==> config.mk <==
export PLATFORM = sky130hd
export DESIGN_NAME = hazard_ctrl
export DESIGN_NICKNAME = d
export VERILOG_FILES = /design/src/rtl/hazard_ctrl.sv
export SDC_FILE = /design/constraint.sdc
export NUM_CORES = 1
export LEC_CHECK = 0
export CAP_MARGIN = 15
export CORE_MARGIN = 4
export CORE_UTILIZATION = 40
export DETAILED_ROUTE_END_ITERATION = 10
export GPL_TIMING_DRIVEN = 1
export PLACE_DENSITY = 0.82
export SLEW_MARGIN = 10
export SYNTH_ARGS = -nofsm -noshare
export SYNTH_HDL_FRONTEND = slang
export SYNTH_SLANG_ARGS = --single-unit
==> constraint.sdc <==
create_clock -name clk -period 3.26 [get_ports clk]
set_input_delay 0.489 -clock clk [delete_from_list [all_inputs] [get_ports clk]]
set_output_delay 0.489 -clock clk [all_outputs]
set_load 0.03 [all_outputs]
==> src/rtl/hazard_ctrl.sv <==
// Pipeline hazard control: load-use stalls, branch flushes and mult/div EX occupancy (combinational outputs, 1-cycle md_done).
// Optional HAZARD_PERF_EN macro adds saturating stall/flush performance counters.
module hazard_ctrl #(
  parameter int MULT_CYCLES = 4,
  parameter int DIV_CYCLES  = 32,
  parameter int CNT_W       = 6
) (
  input  logic       clk,
  input  logic       rst,
  input  logic [4:0] id_rs,
  input  logic [4:0] id_rt,
  input  logic       id_uses_rs,
  input  logic       id_uses_rt,
  input  logic       ex_memread,
  input  logic [4:0] ex_rt,
  input  logic       ex_branch_taken,
  input  logic       ex_md_start,
  input  logic       ex_md_is_div,
  output logic       pc_en,
  output logic       ifid_en,
  output logic       ifid_clr,
  output logic       idex_en,
  output logic       idex_clr,
  output logic       exmem_en,
  output logic       exmem_clr,
  output logic       memwb_en,
  output logic       memwb_clr,
  output logic       md_busy,
  output logic       md_done
`ifdef HAZARD_PERF_EN
  ,
  output logic [31:0] perf_stall_cnt,
  output logic [31:0] perf_flush_cnt
`endif
);

  typedef enum logic {IDLE = 1'b0, MD_RUN = 1'b1} state_t;

  // Counter holds the number of stall cycles still to come after the current one.
  localparam logic [CNT_W-1:0] MULT_LOAD = CNT_W'(MULT_CYCLES - 1);
  localparam logic [CNT_W-1:0] DIV_LOAD  = CNT_W'(DIV_CYCLES - 1);

  state_t           state_q, state_d;
  logic [CNT_W-1:0] cnt_q, cnt_d;
  logic             done_q, done_d;

  logic rs_hit, rt_hit, load_use, md_stall;

  assign rs_hit   = id_uses_rs && (id_rs == ex_rt);
  assign rt_hit   = id_uses_rt && (id_rt == ex_rt);
  assign load_use = ex_memread && (ex_rt != 5'd0) && (rs_hit || rt_hit);
  assign md_stall = ((state_q == IDLE) && ex_md_start) ||
                    ((state_q == MD_RUN) && (cnt_q != '0));

  always_ff @(posedge clk) begin
    if (!rst) begin
      state_q <= IDLE;
      cnt_q   <= '0;
      done_q  <= 1'b0;
    end else begin
      state_q <= state_d;
      cnt_q   <= cnt_d;
      done_q  <= done_d;
    end
  end

  always_comb begin
    state_d = state_q;
    cnt_d   = cnt_q;
    done_d  = 1'b0;
    case (state_q)
      IDLE: begin
        if (ex_md_start) begin
          cnt_d   = ex_md_is_div ? DIV_LOAD : MULT_LOAD;
          state_d = MD_RUN;
        end
      end
      MD_RUN: begin
        // Opcode inputs are ignored here: the same instruction is held in EX.
        if (cnt_q != '0) begin
          cnt_d = cnt_q - 1'b1;
        end else begin
          state_d = IDLE;
          done_d  = 1'b1;
        end
      end
      default: state_d = IDLE;
    endcase
  end

  always_comb begin
    pc_en     = 1'b1;
    ifid_en   = 1'b1;
    ifid_clr  = 1'b0;
    idex_en   = 1'b1;
    idex_clr  = 1'b0;
    exmem_en  = 1'b1;
    exmem_clr = 1'b0;
    memwb_en  = 1'b1;
    memwb_clr = 1'b0;
    md_busy   = 1'b0;
    if (!rst) begin
      pc_en     = 1'b0;
      ifid_en   = 1'b0;
      ifid_clr  = 1'b1;
      idex_en   = 1'b0;
      idex_clr  = 1'b1;
      exmem_en  = 1'b0;
      exmem_clr = 1'b1;
      memwb_en  = 1'b0;
      memwb_clr = 1'b1;
    end else if (md_stall) begin
      pc_en     = 1'b0;
      ifid_en   = 1'b0;
      idex_en   = 1'b0;
      exmem_clr = 1'b1;
      md_busy   = 1'b1;
    end else if (ex_branch_taken) begin
      // Squashing ID also discards any load-use seen this cycle.
      ifid_clr = 1'b1;
      idex_clr = 1'b1;
    end else if (load_use) begin
      pc_en    = 1'b0;
      ifid_en  = 1'b0;
      idex_clr = 1'b1;
    end
  end

  assign md_done = done_q;

`ifdef HAZARD_PERF_EN
  logic flush_apply;
  assign flush_apply = !md_stall && ex_branch_taken;

  always_ff @(posedge clk) begin
    if (!rst) begin
      perf_stall_cnt <= '0;
      perf_flush_cnt <= '0;
    end else begin
      if (!pc_en && (perf_stall_cnt != 32'hFFFF_FFFF))
        perf_stall_cnt <= perf_stall_cnt + 32'd1;
      if (flush_apply && (perf_flush_cnt != 32'hFFFF_FFFF))
        perf_flush_cnt <= perf_flush_cnt + 32'd1;
    end
  end
`endif

endmodule

==> impl_metrics.yaml <==
outcome:
  status: "completed"
cells_and_area:
  final_common_cell: "clkdlybuf4s50_1"
  fin_cells: 124
  n_fill_cell: 131
  final_util_pct: 65.9
  drive_gt1_share_pct: 12.0
  antenna_cells: 0
  syn_to_final_growth_pct: 57.5
  final_nets: 135
  layout_common_cells: "32 x clkdlybuf4s50_1, 8 x xor2_1, 8 x dfxtp_1"
clock_tree:
  numCtsBuffers: 3
  cts_sinks: 8
  clk_pin_slew_ps: 50
  root_buffer: "clkbuf_4"
  clk_latency_ps: 250
  htree_levels: 1
  postCtsSetupRepairBufs: 0
  clock_path_buffers: 2
  cts_tree: "built"
global_routing:
  grt_max_degree: 15
  grt_overflow: 0
  grt_pass1_vias: 656
  grt_pass1_wl_microns: 2590
  antenna_found_initial: 0
  grt_usage_pct: 15.8
power:
  p_int_w: 0.000232
  p_leak_nw: 0.381
  peakVddDrop_v: 0.000149
  clkPwrFrac_pct: 20.7
  p_comb_share_pct: 44.9
  switchingPower_w: 0.000121
  p_sw_share_pct: 34.2
  p_per_area_nw_per_um2: 355
  seqPwrFrac_pct: 34.4
  p_total_w: 0.000353
worst_setup_path:
  cpMostUsedCell: "clkdlybuf4s50_1"
  crit-reg2reg-capture: "cnt_q[0]"
  reg2reg_from: "cnt_q[0]"
  worstSetupPathType: "input pin to output pin"
  reg2regPathDepth: 6
  crit_fanout: 3
  cp.arrival_ps: 2590
  critical_path_cell_count: 5
  endpoint_kind: "output pin"
  worst_ep_required_time_ps: 2770
  cp_slowest_stage_delay_ps: 680
  slowest_stage: "clkdlybuf4s50_1"
  critPathLaunchType: "input pin"
  crit_family: "buffers and inverters"
  path_cells: "clkdlybuf4s50_1 > or4_1 > o21ai_0 > o311a_1 > clkdlybuf4s50_1"
  reg2reg_slack_ps: 1630
  critPathBufInv: 2
placed_design:
  placedCellCount: 121
  gp_congestion: 0.800
  hpwl_microns: 1350
  numPortBuffers: 33
sta:
  drv_slew: 0
  clock.fmax_mhz: 325
  fin_crit_ps: 3080
  finalCritPeriodShare_pct: 94.4
  hold_viol: 0
  rsz0062_at_grt: "false"
  tightest_slew_ps: 401
  skew_ps: 7.53
  fin_tns_setup_ps: 0
  setup_viol: 0
  relSlewSlack_pct: 73.2
yosys:
  synthCells: 74
  yosys.area.top_type: "dfxtp_1"
  synth_edf_count: 0
  async_flop_share_pct: 0
  syn_area_sq_um: 631
  ys_types: 35
  ys_warn_count: 0
  ys.flop_type: "dfxtp_1"
  ys_ff_latch: 8
  synth_nets: 99
  seq_area_frac_synth_pct: 25.4
  synthTopCellsByArea: "dfxtp_1 25%, xor2_1 11%, o21ai_0 5.6%"
  syn_avg_cell_area_sq_um: 8.52
  synth_top_area_share_pct: 25.4
job:
  maxCapViolations: 0
drt:
  vias: 666
  drt-initial-drc-count: 5
  routed_wl_microns: 1570
  ant_nets: 0
  drt-pass1-iter-count: 5
  vias_per_cell: 5.37
  dr_wl_met2_microns: 856
  drc: 0
  routed.top_layer: "met3"
  post_drt_wl_per_cell_microns: 12.6
  wl_met1_microns: 586
  wl_met3_microns: 122
die:
  core_area_sq_um: 1510
  rows: 14
  initial_core_util_pct: 41.9
  die_area_sq_um: 2280
  io_pins: 34
  die_h_microns: 47.7
  die_x_microns: 47.7
worst_hold_path:
  holdPathStages: 2
  hold_path_class: "register to register"
  hold_start: "cnt_q[4]"
  holdPathEnd: "cnt_q[4]"
-- worst register-to-register path, delay by kind of cell (launching register included) --
| family | cells | cell delay [ps] |
|---|---|---|
| AND/OR/NAND/NOR | 2 | 390 |
| AO/OA/AOI/OAI | 2 | 450 |
| buffers and inverters | 1 | 140 |
| flip-flops | 1 | 340 |
| adder cells (fa/ha/maj) | 1 | 240 |
-- metrics by stage --
step                      worst slack (ps)  hold WS (ps)  instance area, sq um
final                                  183           479                   993
after global routing                  89.5           494                   993
after CTS                             31.6           479                   991
after detailed placement              30.0           470                   968
after global placement                 152           463                   968
after floorplan                        527           449                   631
-- worst max path at each step --
stage                     slack [ps]  startpoint       end
after floorplan                  530    cnt_q[0]  idex_clr
after global placement           150    ex_rt[4]  idex_clr
after detailed placement          30    ex_rt[4]  idex_clr
after CTS                         30    ex_rt[4]  idex_clr
after global routing              90    ex_rt[4]     pc_en
final                            180    ex_rt[0]     pc_en
-- cell usage after synthesis (all sizes together), types with 2 or more instances --
library cell,instances
xor2,8
nor4,2
nor2,4
ha,2
xnor2,2
a21oi,3
inv,4
o21ai,7
and2,2
buf,4
nor2b,2
dfxtp,8
nand2,6
-- power groups by stage --
stage                     logic [W]  registers (W)  clock network [W]
final                      0.000158       0.000121          0.0000729
after global placement     0.000157       0.000123                  0
after floorplan           0.0000975       0.000120                  0
after detailed placement   0.000159       0.000123                  0
after global routing       0.000172       0.000123          0.0000832
after CTS                  0.000160       0.000121          0.0000772
-- routing by layer --
layer  vias to the layer above  track usage [%]
met2                        29             30.1
li1                        334                -
met3                         0             4.51
met5                         -                0
met1                       303             17.1
met4                         0             3.23
-- what timing repair did --
item                       in CTS  in global routing
gates resized for setup         0                  1
setup endpoints to repair       0                  1
hold buffers                    0                  0
-- cells by family after synthesis --
| logic type | Yosys count | share of synthesized area (%) |
|---|---|---|
| AO/OA/AOI/OAI | 22 | 29.4 |
| XOR/XNOR | 10 | 13.9 |
| adder cells (fa/ha/maj) | 2 | 3.97 |
| buffers and inverters | 9 | 7.34 |
| flip-flops | 8 | 25.4 |
| AND/OR/NAND/NOR | 23 | 20.0 |
-- final cells by class --
class	count	area, sq um	area share [%]
inverters	5	18.8	1.89
multi-input cells	57	424	42.7
repair buffers	35	348	35.0
clock buffers	3	22.5	2.27
well taps	16	20.0	2.02
flip-flops and latches	8	160	16.1
-- state kept, by name, summed over array words and instances (netlist names) --
name     cells
md_done      1
state_q      1
cnt_q        6
No activity file was read; power rests on OpenSTA's default activity.
==> RTL change, RTL diff (config.mk and constraints unchanged) <==
Register the output `memwb_en`, with the module's reset; this adds one clock of latency there. The other outputs are not delayed to match.
--- a/src/rtl/hazard_ctrl.sv
+++ b/src/rtl/hazard_ctrl.sv
@@ -39,6 +39,8 @@
   // Counter holds the number of stall cycles still to come after the current one.
   localparam logic [CNT_W-1:0] MULT_LOAD = CNT_W'(MULT_CYCLES - 1);
   localparam logic [CNT_W-1:0] DIV_LOAD  = CNT_W'(DIV_CYCLES - 1);
+
+  logic memwb_en_d;
 
   state_t           state_q, state_d;
   logic [CNT_W-1:0] cnt_q, cnt_d;
@@ -96,7 +98,7 @@
     idex_clr  = 1'b0;
     exmem_en  = 1'b1;
     exmem_clr = 1'b0;
-    memwb_en  = 1'b1;
+    memwb_en_d = 1'b1;
     memwb_clr = 1'b0;
     md_busy   = 1'b0;
     if (!rst) begin
@@ -107,7 +109,7 @@
       idex_clr  = 1'b1;
       exmem_en  = 1'b0;
       exmem_clr = 1'b1;
-      memwb_en  = 1'b0;
+      memwb_en_d = 1'b0;
       memwb_clr = 1'b1;
     end else if (md_stall) begin
       pc_en     = 1'b0;
@@ -145,5 +147,13 @@
   end
 `endif
 
+  always_ff @(posedge clk) begin
+    if (!rst) begin
+      memwb_en <= '0;
+    end else begin
+      memwb_en <= memwb_en_d;
+    end
+  end
+
 endmodule
 
Function: changed (Yosys sat finds a counterexample within 4 cycles, from zero or initial values and one cycle with rst low).
==> RTL change against the unedited design <==
Critical path type unchanged. Global-route usage shrank 0.51 points. Routed wire length is 1.3% lower. Synthesized cell count unchanged. Via count rose by 4.7%. Sequential power rose by 11%. Cell count grew 1.6%. Cell area is 2.4% higher. Hold slack improved by 0.0071 ns. Setup slack worse by 0.031 ns. Sequential cell count grew 1. Area after synthesis rose by 2.0%. Power up 7.9%. Highest routed layer is now met4.
==> RTL change: results (changes against the unedited design) <==
[placement]
place_area_sq_um = 988  ; +2.1%
place.gp.congestion = 0.762  ; -4.7%
io_buffers = 33  ; unchanged
dp_hpwl_mm = 1.28  ; -5.2%

[worst_setup_path]
path_delay_family = buffers and inverters
r2r_slack_ns = 1.62
r2r_end = cnt_q[0]
critPathCapture = pc_en
worstSetupStartpoint = ex_rt[0]
crit_arrival_ns = 2.62  ; +0.03 ns
r2r_cells = 6  ; unchanged

[clocking]
cts_made_buffers = 3  ; unchanged
cts-resized-gates = 0  ; unchanged
cts_setup_buffers = 0  ; unchanged
cts_max_level = 1  ; unchanged
cts-root-buf = clkbuf_4
cts.clk_slew.worst_paths_ns = 0.06
clock_latency_ns = 0.27  ; +0.02 ns

[pwr]
ir_drop_v = 0.000170  ; +14%
p_int_mw = 0.250  ; +7.8%
p_leak_nw = 0.391  ; +2.5%

[synthesis]
synth_common_cells = dfxtp_1 (9), xor2_1 (8), o21ai_0 (7)
yosys-top-cells-area = dfxtp_1 (28%), xor2_1 (11%), o21ai_0 (5.4%)
ys_seq_area_frac = 0.280  ; +0.0262
ys_warn_count = 0  ; unchanged
ys_types = 35  ; unchanged
synth_fp_nets = 99  ; unchanged

[global_routing]
antenna_found_initial = 0  ; unchanged
grtUsageTotal = 0.153  ; -0.00506
grt_pass1_wl_mm = 2.49  ; -4.0%
first_global_vias = 625  ; -4.7%
grt_max_degree = 15  ; unchanged

[route]
wl_met1_microns = 635  ; +8.4%
wire_per_inst_microns = 12.3  ; -2.8%
first_iter_violations = 3  ; -2
firstDrtPassIters = 4  ; -1
wl_met2_microns = 762  ; -11%
routed.top_layer = met4
vias_per_cell = 5.53  ; +3.0%
wl_met3_microns = 125  ; +2.5%

[timing]
max_slew_margin = 0.713  ; -0.0197
setup_viol = 0  ; unchanged
finClkSkew_ns = 0.00676  ; -0.000763 ns

[cells_and_area]
drive_above_1_share = 0.118  ; -0.00219
largest_reg_flops = 6  ; unchanged
antennaDiodeCount = 0  ; unchanged
nets = 136  ; +0.74%
nFillCells = 131  ; unchanged

[worst_hold_path]
hold_end = cnt_q[4]
hold_start = cnt_q[4]
min_delay_path_depth = 2  ; unchanged

[run_status]
status = complete, no violations

-- RTL change: power by group through the flow --
stage                     Combinational (mW)  Clock, mW  Sequential [mW]
after detailed placement               0.159          0            0.137
after global routing                   0.172     0.0971            0.136
after CTS                              0.159     0.0921            0.134
after global placement                 0.156          0            0.136
final                                  0.158     0.0887            0.134
after floorplan                       0.0952          0            0.134
-- RTL change: layout make-up --
type,instances,area [sq um],area share
multi-input combinational,57,424,0.417
clock buffer,4,26.3,0.0258
tap,16,20.0,0.0197
timing repair buffer,35,348,0.342
inverter,5,18.8,0.0185
sequential,9,180,0.177
-- RTL change: metal layers --
metal | up-vias | GRT usage
met3 | 2 | 0.0369
met4 | 0 | 0.0645
met2 | 30 | 0.282
met1 | 325 | 0.164
met5 | - | 0
li1 | 340 | -
-- RTL change: cells by family after synthesis --
logic type / synth area share
adders and majority gates: 0.0389
AOI/OAI and AO/OA: 0.288
xor gates and xnor gates: 0.136
and+or+nand+nor: 0.197
DFF: 0.280
buffers and inverters: 0.0603
-- RTL change: per-stage QoR --
stage / utilization / setup slack (ns) / cells / hold slack (ns) / total power [mW]
5_1_grt: 0.675 / 0.0778 / 126 / 0.501 / 0.405
3_5_place_dp: 0.656 / 0.108 / 122 / 0.477 / 0.296
2_1_floorplan: - / 0.526 / 74 / 0.449 / 0.230
6_report: 0.675 / 0.152 / 126 / 0.486 / 0.380
4_1_cts: 0.674 / 0.0899 / 126 / 0.491 / 0.386
3_3_place_gp: 0.656 / 0.141 / 122 / 0.461 / 0.292
-- RTL change: worst min-delay path, cell delays in order, from the launching register on --
cell,delay (ns)
dfxtp_1,0.31
o21ai_0,0.07
a21oi_1,0.06
